**src/rtl/uart_pkg.sv**
```systemverilog
// uart_pkg: parity-mode constants, FSM state encoding and parity helper shared by the uart transmitter and receiver
package uart_pkg;

    localparam int PARITY_NONE = 0;
    localparam int PARITY_ODD  = 1;
    localparam int PARITY_EVEN = 2;

    typedef enum logic [2:0] {
        ST_IDLE,
        ST_START,
        ST_DATA,
        ST_PARITY,
        ST_STOP
    } uart_state_t;

    // Payload is zero-extended to 9 bits; extra zeros do not change the XOR.
    function automatic logic parity_bit(input logic [8:0] data, input int mode);
        return (mode == PARITY_EVEN) ? ^data : ~^data;
    endfunction

endpackage

```
**src/rtl/uart_baud_gen.sv**
```systemverilog
// uart_baud_gen: single-cycle bit-end tick every P_DIV clocks, restarted by i_clr
//   i_clk  : system clock, rising edge
//   i_rst  : asynchronous active-high reset
//   i_clr  : hold the counter at zero (restart the bit period)
//   o_tick : high during the last clock of each bit period
module uart_baud_gen #(
    parameter int P_DIV = 16
) (
    input  logic i_clk,
    input  logic i_rst,
    input  logic i_clr,
    output logic o_tick
);

    localparam int CW = $clog2(P_DIV);

    logic [CW-1:0] cnt;

    assign o_tick = (cnt == CW'(P_DIV - 1));

    always_ff @(posedge i_clk or posedge i_rst) begin
        if (i_rst)
            cnt <= '0;
        else
            cnt <= (i_clr || o_tick) ? '0 : cnt + 1'b1;
    end

endmodule

```
**src/rtl/uart_tx.sv**
```systemverilog
// uart_tx: UART transmitter with configurable data width, parity mode and stop bits
//   i_clk      : system clock, rising edge
//   i_rst      : asynchronous active-high reset (line forced high)
//   i_tx_data  : payload, latched on the accept edge
//   i_tx_valid : payload offered; accepted when o_tx_ready is high
//   o_tx_ready : idle and able to accept a payload
//   o_uart_tx  : registered serial line, idle high
//   o_tx_busy  : frame in progress (inverse of o_tx_ready)
module uart_tx
    import uart_pkg::*;
#(
    parameter int P_SYSTEM_CLK      = 50_000_000,
    parameter int P_UART_BURD_RATE  = 9600,
    parameter int P_UART_DATA_WIDTH = 8,
    parameter int P_UART_CHECK_ON   = 1,
    parameter int P_UART_STOP_WIDTH = 1
) (
    input  logic                         i_clk,
    input  logic                         i_rst,
    input  logic [P_UART_DATA_WIDTH-1:0] i_tx_data,
    input  logic                         i_tx_valid,
    output logic                         o_tx_ready,
    output logic                         o_uart_tx,
    output logic                         o_tx_busy
);

    localparam int D = P_SYSTEM_CLK / P_UART_BURD_RATE;

    if (D < 2) begin : g_div_err
        $error("uart_tx: clock/baud divisor must be at least 2");
    end
    if (P_UART_CHECK_ON < 0 || P_UART_CHECK_ON > 2) begin : g_par_err
        $error("uart_tx: parity mode must be 0, 1 or 2");
    end
    if (P_UART_DATA_WIDTH < 5 || P_UART_DATA_WIDTH > 9) begin : g_width_err
        $error("uart_tx: data width must be 5..9");
    end
    if (P_UART_STOP_WIDTH < 1 || P_UART_STOP_WIDTH > 2) begin : g_stop_err
        $error("uart_tx: stop width must be 1 or 2");
    end

    uart_state_t                  state;
    logic [P_UART_DATA_WIDTH-1:0] shreg;
    logic [3:0]                   bit_cnt;
    logic                         par;
    logic                         tick;
    logic                         accept;

    assign accept    = i_tx_valid && o_tx_ready;
    assign o_tx_busy = ~o_tx_ready;

    // Holding the counter clear while idle makes it restart at 0 on the accept edge.
    uart_baud_gen #(.P_DIV(D)) u_baud (
        .i_clk  (i_clk),
        .i_rst  (i_rst),
        .i_clr  (state == ST_IDLE),
        .o_tick (tick)
    );

    always_ff @(posedge i_clk or posedge i_rst) begin
        if (i_rst) begin
            state      <= ST_IDLE;
            o_tx_ready <= 1'b0;
            o_uart_tx  <= 1'b1;
            shreg      <= '0;
            bit_cnt    <= '0;
            par        <= 1'b0;
        end else begin
            case (state)
                ST_IDLE: begin
                    o_tx_ready <= ~accept;
                    o_uart_tx  <= ~accept;
                    if (accept) begin
                        state <= ST_START;
                        shreg <= i_tx_data;
                        par   <= parity_bit(9'(i_tx_data), P_UART_CHECK_ON);
                    end
                end
                ST_START: if (tick) begin
                    state     <= ST_DATA;
                    o_uart_tx <= shreg[0];
                    shreg     <= shreg >> 1;
                    bit_cnt   <= '0;
                end
                ST_DATA: if (tick) begin
                    if (bit_cnt == 4'(P_UART_DATA_WIDTH - 1)) begin
                        state     <= (P_UART_CHECK_ON != PARITY_NONE) ? ST_PARITY : ST_STOP;
                        o_uart_tx <= (P_UART_CHECK_ON != PARITY_NONE) ? par : 1'b1;
                        bit_cnt   <= '0;
                    end else begin
                        o_uart_tx <= shreg[0];
                        shreg     <= shreg >> 1;
                        bit_cnt   <= bit_cnt + 1'b1;
                    end
                end
                ST_PARITY: if (tick) begin
                    state     <= ST_STOP;
                    o_uart_tx <= 1'b1;
                    bit_cnt   <= '0;
                end
                ST_STOP: if (tick) begin
                    if (bit_cnt == 4'(P_UART_STOP_WIDTH - 1)) begin
                        state      <= ST_IDLE;
                        o_tx_ready <= 1'b1;
                    end else begin
                        bit_cnt <= bit_cnt + 1'b1;
                    end
                end
                default: state <= ST_IDLE;
            endcase
        end
    end

endmodule

```
**config.mk**
```make
export PLATFORM = sky130hd
export DESIGN_NAME = uart_tx
export DESIGN_NICKNAME = d
export VERILOG_FILES = /design/src/rtl/uart_pkg.sv /design/src/rtl/uart_baud_gen.sv /design/src/rtl/uart_tx.sv
export SDC_FILE = /design/constraint.sdc
export NUM_CORES = 1
export LEC_CHECK = 0
export ABC_AREA = 1
export BUFFER_PORTS_ARGS = -buffer_cell sky130_fd_sc_hd__buf_2
export CAP_MARGIN = 10
export CELL_PAD_IN_SITES_DETAIL_PLACEMENT = 1
export CELL_PAD_IN_SITES_GLOBAL_PLACEMENT = 1
export CORE_MARGIN = 2
export CORE_UTILIZATION = 40
export DETAILED_ROUTE_END_ITERATION = 8
export PLACE_DENSITY = 0.73
export REMOVE_ABC_BUFFERS = 1
export SLEW_MARGIN = 20
export SYNTH_ARGS = -nofsm -noshare
export SYNTH_HDL_FRONTEND = slang
export SYNTH_SLANG_ARGS = --single-unit
```
**constraint.sdc**
```tcl
create_clock -name i_clk -period 1.6 [get_ports i_clk]
set_clock_uncertainty 0.2 [all_clocks]
set_input_delay 0.32 -clock i_clk [delete_from_list [all_inputs] [get_ports i_clk]]
set_output_delay 0.32 -clock i_clk [all_outputs]
set_load 0.01 [all_outputs]
```
### After elaboration in Yosys (flattened, before gate mapping)

Index checks and enable logic that the tools add are counted.

| word-level totals | value |
|---|---|
| output and inout port bits | 3 |
| memories kept | 0 |
| bits in read-only memories | 0 |
| memory bits (writable) | 0 |
| latch bits | 0 |
| register bits after elaboration | 31 |
| bits of input ports | 11 |

| operators by class | value |
|---|---|
| multiplexer cells | 28 |
| multipliers | 0 |
| eq/ne operators | 16 |
| shift operators | 0 |
| bitwise gates (word level) | 2 |
| div/mod/pow operators | 0 |
| reductions and logical operators | 16 |
| add/sub/neg operators | 2 |
| magnitude comparators | 0 |

Operator list:

| cell | number |
|---|---|
| two-way mux 8 bit | 4 |
| one-hot mux 8 bit (3 select lines) | 1 |
| two-way mux 3 bit | 7 |
| two-way mux 4 bit | 5 |
| one-hot mux 3 bit (5 select lines) | 1 |
| adder 13 x 1 -> 13 bit (second input constant) | 1 |
| == test 13 bit (second input constant) | 1 |
| two-way mux 13 bit | 1 |
| one-hot mux 4 bit (3 select lines) | 1 |
| inequality test 2 x 1 -> 1 bit (second input constant) | 5 |
| inequality test 2 bit (second input constant) | 5 |
| AND reduction 5 bit | 2 |
| XNOR reduction 9 bit | 1 |
| AND reduction 7 bit | 1 |
| == test 3 x 2 -> 1 bit (second input constant) | 2 |
| two-way mux 1 bit | 6 |
| nonzero test 3 bit | 2 |
| adder 4 x 1 -> 4 bit (second input constant) | 1 |
| == test 4 x 3 -> 1 bit (second input constant) | 1 |
| logical NOT 4 bit | 1 |
| one-hot mux 1 bit (4 select lines) | 1 |
| AND reduction 4 bit | 1 |
| nonzero test 4 bit | 1 |
| == test 3 x 1 -> 1 bit (second input constant) | 1 |
| 10 further kinds | 11 |

### Longest topological paths before layout

Gate-level depths: netlist (run 1).

| depth | value |
|---|---|
| word-level depth | 4 |
| gate-level depth with buffers | 9 |

### Modules after synthesis

Synthesis (run 1) repeated with hierarchy kept, for this count alone.

| unflattened totals | value |
|---|---|
| cells, all modules | 278 |
| area, all modules | 1949.4 um^2 |

Modules (own cells, without submodules):

| module | sequential area each (um^2) | cells an instance | times used | area each (um^2) |
|---|---|---|---|---|
| uart_tx | 451.7 | 181 | 1 | 1214.9 |
| uart_baud_gen | 325.3 | 97 | 1 | 734.5 |

### Worst setup path before layout (run 1)

OpenSTA, ideal clock, no wires.

| path | value |
|---|---|
| path kind | register to register |
| from | reg u_baud.cnt[0] |
| to | reg bit_cnt[0] |
| setup slack | -0.083 ns |
| stages on the path, launching flop included | 9 |
| period minus slack after synthesis | 1.683 ns |
| data arrival time | 1.364 ns |
| library setup time | 0.120 ns |
| path buffers | 0 |
| cells stage by stage | dfrtp_1 > ha_1 > nand2_1 > nor2_1 > nand2_1 > nor2_2 > nand2_1 > o21ai_0 > inv_1 |

| between the ends | value |
|---|---|
| longest elaborated chain between the ends | 3 |
| elaborated cells on any way between the ends | 5 |

Ends and longest elaborated chain:

| element | RTL line | source |
|---|---|---|
| from (decl) | uart_baud_gen.sv:17 | `logic [CW-1:0] cnt;` |
| from (signal assigned) | uart_baud_gen.sv:25 | `cnt <= (i_clr \|\| o_tick) ? '0 : cnt + 1'b1;` |
| == test 13 bit * | uart_baud_gen.sv:19 | `assign o_tick = (cnt == CW'(P_DIV - 1));` |
| inequality test 2 x 1 -> 1 bit (no line) | -- |  |
| AND reduction 5 bit (no line) * | -- |  |
| to (signal assigned) | uart_tx.sv:93 | `bit_cnt <= bit_cnt + 1'b1;` |
| to (signal assigned) | uart_tx.sv:106 | `bit_cnt <= bit_cnt + 1'b1;` |
| to (decl) | uart_tx.sv:44 | `logic [3:0] bit_cnt;` |

Mark *: on every way between the ends. The rest lies on a longest branch, timed or not.
A chain may end at the register's enable or synchronous reset.

### Final worst setup path (run 1)

| path | value |
|---|---|
| from | reg state[0] |
| to | reg shreg[4] |

| between the ends | value |
|---|---|
| longest elaborated chain between the ends | 3 |
| elaborated cells on any way between the ends | 10 |

Ends and longest elaborated chain:

| element | RTL line | source |
|---|---|---|
| from (decl) | uart_tx.sv:42 | `uart_state_t state;` |
| from (signal assigned) | uart_tx.sv:87 | `state <= (P_UART_CHECK_ON != PARITY_NONE) ? ST_PARITY : ST_STOP;` |
| == test 3 x 2 -> 1 bit, or another cell as far along | uart_tx.sv:69 | `case (state)` |
| inequality test 2 bit (no line), or another cell as far along | -- |  |
| AND reduction 5 bit (no line) | -- |  |
| to (signal assigned) | uart_tx.sv:75 | `shreg <= i_tx_data;` |
| to (signal assigned) | uart_tx.sv:82 | `shreg <= shreg >> 1;` |
| to (signal assigned) | uart_tx.sv:92 | `shreg <= shreg >> 1;` |
| to (decl) | uart_tx.sv:43 | `logic [P_UART_DATA_WIDTH-1:0] shreg;` |

Parallel ways exist; a longest one is shown, timed or not.

==> results of run 1 <==
final timing paths:
kind / start / endpoint / slack [ps] / cells past startpoint
min: i_tx_data[3] / shreg[3]$_DFFE_PP0P_ / 230 / 5
max: state[0]$_DFFE_PP0P_ / shreg[4]$_DFFE_PP0P_ / -80 / 9
max reg2reg: state[0]$_DFFE_PP0P_ / shreg[4]$_DFFE_PP0P_ / -80 / 9
max in group asynchronous: i_rst / o_uart_tx$_DFFE_PP1P_ / 530 / 4
min in group asynchronous: i_rst / shreg[6]$_DFFE_PP0P_ / 420 / 4
min reg2reg: shreg[3]$_DFFE_PP0P_ / shreg[3]$_DFFE_PP0P_ / 290 / 2
Yosys cell counts:
| master | n | share of area (%) |
|---|---|---|
| nand2_1 | 88 | 17 |
| nor2_1 | 31 | 5.8 |
| dfrtp_1 | 30 | 38 |
| nand3_1 | 26 | 6.5 |
| inv_1 | 25 | 4.7 |
| o21ai_0 | 14 | 3.5 |
| nor3_1 | 8 | 2.0 |
| a21oi_1 | 6 | 1.5 |
| xor2_1 | 6 | 2.6 |
| nand4_1 | 5 | 1.6 |
| nand2_4 | 4 | 2.3 |
| xnor2_1 | 4 | 1.8 |
| ha_1 | 3 | 1.9 |
| inv_2 | 3 | 0.56 |
| nand2_2 | 3 | 0.94 |
| nor2_4 | 3 | 1.7 |
| buf_6 | 2 | 1.1 |
| nor2_2 | 2 | 0.63 |
| nor2_8 | 2 | 2.0 |
| nor3_2 | 2 | 1.0 |
| a31oi_1 | 1 | 0.31 |
| buf_4 | 1 | 0.38 |
| dfstp_2 | 1 | 1.3 |
| nor3b_1 | 1 | 0.38 |
| nor3b_2 | 1 | 0.63 |
| nor4_1 | 1 | 0.31 |
| o211ai_1 | 1 | 0.38 |
through the flow:
| stage | setup slack (ps) | hold WS [ps] |
|---|---|---|
| 6_report | -84.4 | 232 |
| 3_3_place_gp | -94.7 | 172 |
| 2_1_floorplan | -132 | 223 |
| 4_1_cts | -38.2 | 237 |
| 3_5_place_dp | -178 | 180 |
| 5_1_grt | -138 | 252 |
kinds of logic (layout without fill, tap and decap cells):
logic type,Yosys count,after routing
buffers and inverters,31,95
XOR/XNOR,10,10
adder cells (fa/ha/maj),3,3
AO/OA/AOI/OAI,22,22
flip-flops,31,31
AND/OR/NAND/NOR,177,178
placed cells by master (no fill, tap or decap), drive strengths merged:
| master | instances |
|---|---|
| nand2 | 95 |
| nor4 | 1 |
| nand3 | 26 |
| o21ai | 14 |
| a21oi | 6 |
| inv | 28 |
| clkinv | 1 |
| nor3b | 2 |
| nor2 | 39 |
| dlygate4sd3 | 1 |
| clkbuf | 6 |
| dfstp | 1 |
| xnor2 | 4 |
| o211ai | 1 |
| dfrtp | 30 |
| a31oi | 1 |
| xor2 | 6 |
| ha | 3 |
| buf | 59 |
| nand4 | 5 |
| nor3 | 10 |
state kept, by name, indices dropped and copies added (netlist names):
register / count
o_uart_tx: 1
bit_cnt: 4
o_tx_ready: 1
state: 3
u_baud.cnt: 13
shreg: 8
par: 1
area by class of cell:
cell class / instances / share of cell area, %
Clock buffer: 6 / 2.87
Sequential cell: 31 / 27.1
Tap cell: 67 / 2.91
Timing Repair Buffer: 60 / 16.4
Multi-Input combinational cell: 213 / 46.7
Clock inverter: 1 / 0.174
Inverter: 28 / 3.82
power by group:
group          leakage (nW)  internal (mW)  total [mW]  switching (mW)
logic                 0.947           1.35        3.26            1.91
clock network        0.0470          0.338       0.650           0.313
registers             0.404           1.01        1.20           0.188
total                  1.40           2.70        5.11            2.41
routing by layer:
metal | wire (um) | vias to the layer above
li1 | - | 1004
met1 | 2820 | 1044
met2 | 3440 | 27
met3 | 112 | 12
met4 | 120 | 0
met5 | 0 | -
critical path, delay by kind of cell (launching register included):
| family | cells | cell delay [ps] |
|---|---|---|
| buffers and inverters | 1 | 170 |
| flip-flops | 1 | 440 |
| AND/OR/NAND/NOR | 8 | 770 |
repair_timing:
item / 4_1_cts / 5_1_grt
endpoints found under the hold margin: 30 / 0
gates cloned: 1 / 0
resized for setup: 35 / 47
hold buffers: 1 / 0
setup endpoints to repair: 31 / 27
setup buffers: 7 / 7
pin swaps: 11 / 20
==> summary.txt, run 1 <==
Status
  – Status: complete, but fails checks
  – Failing checks: setup timing

Global route
  – Total GRT Usage: 23.7%
  – Grt met3 use: 4.15%
  – Largest net degree at the start of global routing: 32
  – Initial antenna violation count: 0
  – GRT met1 Usage: 29.7%
  – Vias in the first global route: 2086
  – First-pass GRT wire length: 9900 um
  – Total grt overflow: 0
  – GR Layer Usage met2: 41.3%
  – Grt peak-use layer: met2

Worst setup path
  – CP required: 1570 ps
  – Critical path arrival: 1660 ps
  – Crit-path max FO: 8
  – Cell at the slowest stage of the critical path: dfrtp_2
  – Max incr delay on CP: 440 ps
  – Crit start category: flip-flop
  – Worst Path Class, Setup: flip-flop to flip-flop
  – Crit-path cells: buf_4 > nand2_4 > nor2_4 > nor2_8 > nor2_4 > nor2_8 > nand2_8 > nand2_2 > nand2_2
  – Worst setup EP type: flip-flop

Routing
  – DRT Pass-1 Iters: 4
  – DRC Markers: 0
  – Post-Route WL: 6490 um
  – Vias after detailed routing: 2087
  – Antenna viol nets, final: 0
  – Via-per-instance ratio: 5.14
  – Initial drt markers: 42
  – DR WL/cell: 16.0 um

Final layout
  – Fin util: 60.6%
  – Syn-to-layout area delta: 44.4%
  – Layout fillers: 604
  – Cell Count, Final, Fillers Out: 406
  – Inserted Diodes: 0
  – Share of cells above drive strength 1: 42.5%
  – Final Cell Area: 2880 um^2
  – Sequential Area: 781 um^2
  – Net count reported at finish: 353
  – Multi-input logic area: 1350 um^2

Clocking
  – CTS max path bufs: 2
  – CTS tree: done
  – TritonCTS Sinks: 31
  – CTS clk-pin slew, worst paths: 70 ps
  – Num CTS Buffers: 5
  – H-tree Lvls: 2
  – Clock root cell: clkbuf_8
  – Skew-Pair Late Insertion Delay: 290 ps

Power and ir drop
  – Leakage power: 1.40 nW
  – PD cells: 1770 nW/um^2
  – Max VDD drop: 0.000990 V
  – Overall Power: 5.11 mW

Timing
  – Post-layout worst setup margin: -84.4 ps
  – Tcrit/Tclk final: 105%
  – F_max: 594 MHz
  – Final slew viol count: 0
  – Slew HR: 77.9%
  – Fin crit period: 1680 ps
  – RSZ-0062 raised after global routing: true
  – Sum Neg Setup Slack: -629 ps
  – # setup viols final: 13
  – Final Hold Violating Endpoints: 0
  – Measured slew at the worst slew-check pin: 329 ps

Synthesis
  – Multiplexer area fraction after synthesis: 0%
  – Compound-Gate Fraction of Synth Area: 5.71%
  – Mapped Area: 2000 um^2
  – Area share of fa/ha/maj cells after synthesis: 1.88%
  – Post-Synthesis Cells: 274
  – Synth warn: 0
  – Post-synthesis simple-gate area fraction: 42.3%
  – Syn Area/Cell: 7.28 um^2
  – Largest family of logic cells by synthesized area: simple AND/OR/NAND/NOR gates
  – Number of synthesized register bits: 31
  – Post-Synth XOR/XNOR Area: 4.39%
  – Yosys cell types: 27
  – Sequential cell area fraction in the yosys report: 38.9%

Die
  – Die width: 74.6 um
  – Starting density of the core: 42.0%
  – Die extent in y: 74.6 um
  – Die Area: 5570 um^2
  – CORE AREA: 4750 um^2
  – Std-Cell Rows: 25
  – Ports: 14

Placement
  – DP Area: 2390 um^2
  – IO Port Bufs: 13
  – Placed insts: 383
  – GP Congestion: 0.877
  – Hpwl dp: 4170 um

Job
  – Max_cap viols: 0

Hold path
  – Worst hold-check path type: input port to flip-flop
No activity file was read; power rests on OpenSTA's default activity.
==> run 2: changes to the inputs <==
--- a/config.mk
+++ b/config.mk
@@ -5,15 +5,14 @@
 export SDC_FILE = /design/constraint.sdc
 export NUM_CORES = 1
 export LEC_CHECK = 0
-export ABC_AREA = 1
 export BUFFER_PORTS_ARGS = -buffer_cell sky130_fd_sc_hd__buf_2
 export CAP_MARGIN = 10
 export CELL_PAD_IN_SITES_DETAIL_PLACEMENT = 1
 export CELL_PAD_IN_SITES_GLOBAL_PLACEMENT = 1
 export CORE_MARGIN = 2
-export CORE_UTILIZATION = 40
+export CORE_UTILIZATION = 42
 export DETAILED_ROUTE_END_ITERATION = 8
-export PLACE_DENSITY = 0.73
+export PLACE_DENSITY = 0.71
 export REMOVE_ABC_BUFFERS = 1
 export SLEW_MARGIN = 20
 export SYNTH_ARGS = -nofsm -noshare
==> run 2 against run 1 <==
  * The flow still finishes with violations (setup timing)
  * Routed wire length decreased by 12%
  * Worst hold slack got worse by 3.4 ps
  * Die area decreased by 12%
  * Flip-flop and latch count unchanged
  * Clock power shrank 9.4%
  * Register-to-register slack lost 440 ps
  * Critical endpoint is now shreg[5]$_DFFE_PP0P_
  * Highest routed layer unchanged
==> summary.txt, run 2 <==
Global route
  – Initial antenna violation count: 0
  – Vias in the first global route: 1874
  – Total grt overflow: 0
  – Largest net degree at the start of global routing: 32
  – Total GRT Usage: 24.9%
  – First-pass GRT wire length: 9380 um

Status
  – Status: complete, but fails checks
  – Failing checks: setup timing

Routing
  – DR WL/cell: 19.3 um
  – Via-per-instance ratio: 5.42
  – DRC Markers: 0
  – Antenna viol nets, final: 0
  – DRT Pass-1 Iters: 4
  – Post-Route WL: 5730 um
  – Vias after detailed routing: 1611
  – Initial drt markers: 58

Hold path
  – HP Start: i_tx_data[2]
  – Worst hold-check path type: input port to flip-flop
  – Hold path endpoint: shreg[2]$_DFFE_PP0P_
  – Hold Path Stages: 3

Final layout
  – Top reg by flops: u_baud.cnt
  – Max FFs per register: 13
  – Inserted Diodes: 0
  – Syn-to-layout area delta: 43.2%
  – Fin util: 63.9%
  – Final Cell Area: 2610 um^2
  – Share of cells above drive strength 1: 49.0%
  – Biggest regs: u_baud.cnt (13), shreg (8), bit_cnt (4)
  – Cell Count, Final, Fillers Out: 297
  – Most frequent cells in the layout: buf_4, dfrtp_1, nor2_1, xnor2_1, buf_2
  – Net count reported at finish: 260
  – Most common cell after layout, fill and taps aside: buf_4

Clocking
  – H-tree Lvls: 2
  – CTS max path bufs: 2
  – Clock root cell: clkbuf_8
  – CTS tree: done
  – CTS clk-pin slew, worst paths: 60 ps
  – Skew-Pair Late Insertion Delay: 290 ps
  – TritonCTS Sinks: 31
  – Num CTS Buffers: 5

Synthesis
  – Mapped Area: 1820 um^2
  – Top cells by count, synth: dfrtp_1, mux2_2, nor2_1, xnor2_1, inv_1
  – Post-synth EDFFs: 0
  – Most common cell in the netlist: dfrtp_1
  – Share of the synthesized area in the top cell type: 41.2%
  – Number of synthesized register bits: 31
  – Synth Flop Type: dfrtp_1
  – Post-synth ARST share: 100%
  – Synth warn: 0
  – Yosys cell types: 47
  – Sequential cell area fraction in the yosys report: 42.6%
  – Syn Area/Cell: 10.7 um^2
  – Leading area contributor after synthesis: dfrtp_1
  – Post-Synthesis Cells: 171
  – Area contributors post-synth: dfrtp_1, mux2_2, xnor2_1, nor2_1, ha_1

Timing
  – Final slew viol count: 0
  – Final Hold Violating Endpoints: 0
  – RSZ-0062 raised after global routing: true
  – Slew HR: 71.5%
  – F_max: 470 MHz
  – Fin crit period: 2130 ps
  – Sum Neg Setup Slack: -11780 ps
  – Measured slew at the worst slew-check pin: 423 ps
  – Fin Hold WS: 228 ps
  – # setup viols final: 31
  – Tcrit/Tclk final: 133%
  – Post-layout worst setup margin: -526 ps

Job
  – Max_cap viols: 0

Worst setup path
  – Worst Path Class, Setup: flip-flop to flip-flop
  – Crit-path max FO: 8
  – Critical path arrival: 2090 ps
  – CP required: 1570 ps
  – Crit Reg-Reg Endpoint: shreg[5]$_DFFE_PP0P_
  – Worst setup EP type: flip-flop
  – Register-to-Register Path Depth: 6
  – Crit start category: flip-flop
  – Reg2reg setup slack: -530 ps
  – RR Startpoint: u_baud.cnt[8]$_DFF_PP0_

Die
  – Ports: 14
  – Starting density of the core: 44.6%
  – Std-Cell Rows: 23
  – CORE AREA: 4090 um^2
  – Die extent in y: 69.9 um
  – Die width: 69.9 um
  – Die Area: 4880 um^2

Placement
  – IO Port Bufs: 13
  – Pre-CTS setup slack: -611 ps
  – DP Area: 2240 um^2
  – Placed insts: 274
  – GP Congestion: 0.826
  – Hpwl dp: 3530 um

Power and ir drop
  – Max VDD drop: 0.000459 V
  – PD cells: 553 nW/um^2
  – Internal power: 1.13 mW
  – P_sw: 0.319 mW
  – Combinational power share: 4.9%
  – Leakage power: 1.17 nW
  – Switching Fraction: 22.1%
  – Overall Power: 1.44 mW
  – Seq pwr share: 54.3%
  – Clock power frac: 40.8%
[run 2: cell types whose count changed in the layout (fill, tap and decap cells not counted), sizes merged, moves of 4 or more]
cell   previous run  this run
nand2            95         4
nor2             39        18
inv              28         8
nand3            26         8
mux2              0        17
buf              59        72
xnor2             4        17
nor3             10         2
o21ai            14         7
nor4              1         5
xor2              6         2
[run 2: worst max-delay path, stage by stage, from the launching register on]
cell and delay (ps):
dfrtp_1 400, nor4b_2 280, buf_4 160, nand3_2 110
a2111oi_4 330, buf_6 210, mux2_4 320
[run 2: worst max-delay path by stage]
stage,start,to,slack [ps],cells after the start
6_report,u_baud.cnt[8]$_DFF_PP0_,shreg[5]$_DFFE_PP0P_,-530,6
5_1_grt,u_baud.cnt[8]$_DFF_PP0_,shreg[5]$_DFFE_PP0P_,-620,6
2_1_floorplan,u_baud.cnt[0]$_DFF_PP0_,shreg[0]$_DFFE_PP0P_,-740,5
4_1_cts,u_baud.cnt[1]$_DFF_PP0_,shreg[0]$_DFFE_PP0P_,-520,6
3_5_place_dp,u_baud.cnt[1]$_DFF_PP0_,shreg[0]$_DFFE_PP0P_,-610,6
3_3_place_gp,bit_cnt[0]$_DFFE_PP0P_,shreg[7]$_DFFE_PP0P_,-530,6
[run 2: area by class of cell]
type	instances	area [um^2]
well taps	50	62.6
repair buffers	73	559
inverters	8	35.0
multi-input cells	127	1100
clock buffers	8	80.1
fillers	431	1480
flip-flops and latches	31	777
[run 2: cells by family after synthesis]
family | synth area share [%]
and+or+nand+nor | 20.7
buffers and inverters | 4.39
adders and majority gates | 2.06
muxes | 10.5
DFF | 42.6
AOI/OAI and AO/OA | 10.6
xor gates and xnor gates | 9.13
[run 2: timing repair]
action                                  4_1_cts  5_1_grt
gates cloned                                  0        0
setup buffers                                11        6
pin swaps                                    17       12
endpoints found under the setup margin       30       31
gates resized for setup                      36        9
hold endpoints to repair                     30        0
hold buffers                                  1        0
[run 2: power by group through the flow]
stage	logic, mW	clock network, mW	registers, mW
finish	0.0715	0.589	0.784
global route	0.0800	0.644	0.783
CTS	0.0723	0.607	0.784
detailed placement	0.0698	0	0.798
global placement	0.0670	0	0.798
floorplan	0.0404	0	0.798
[run 2: layer usage]
layer  vias up  GRT usage (%)  share of wire (%)
met1       818           27.8                 42
li1        766              -                  -
met2        18           47.0                 55
met4         0           8.55                1.6
met3         9           4.62                2.1
met5         -              0                  0
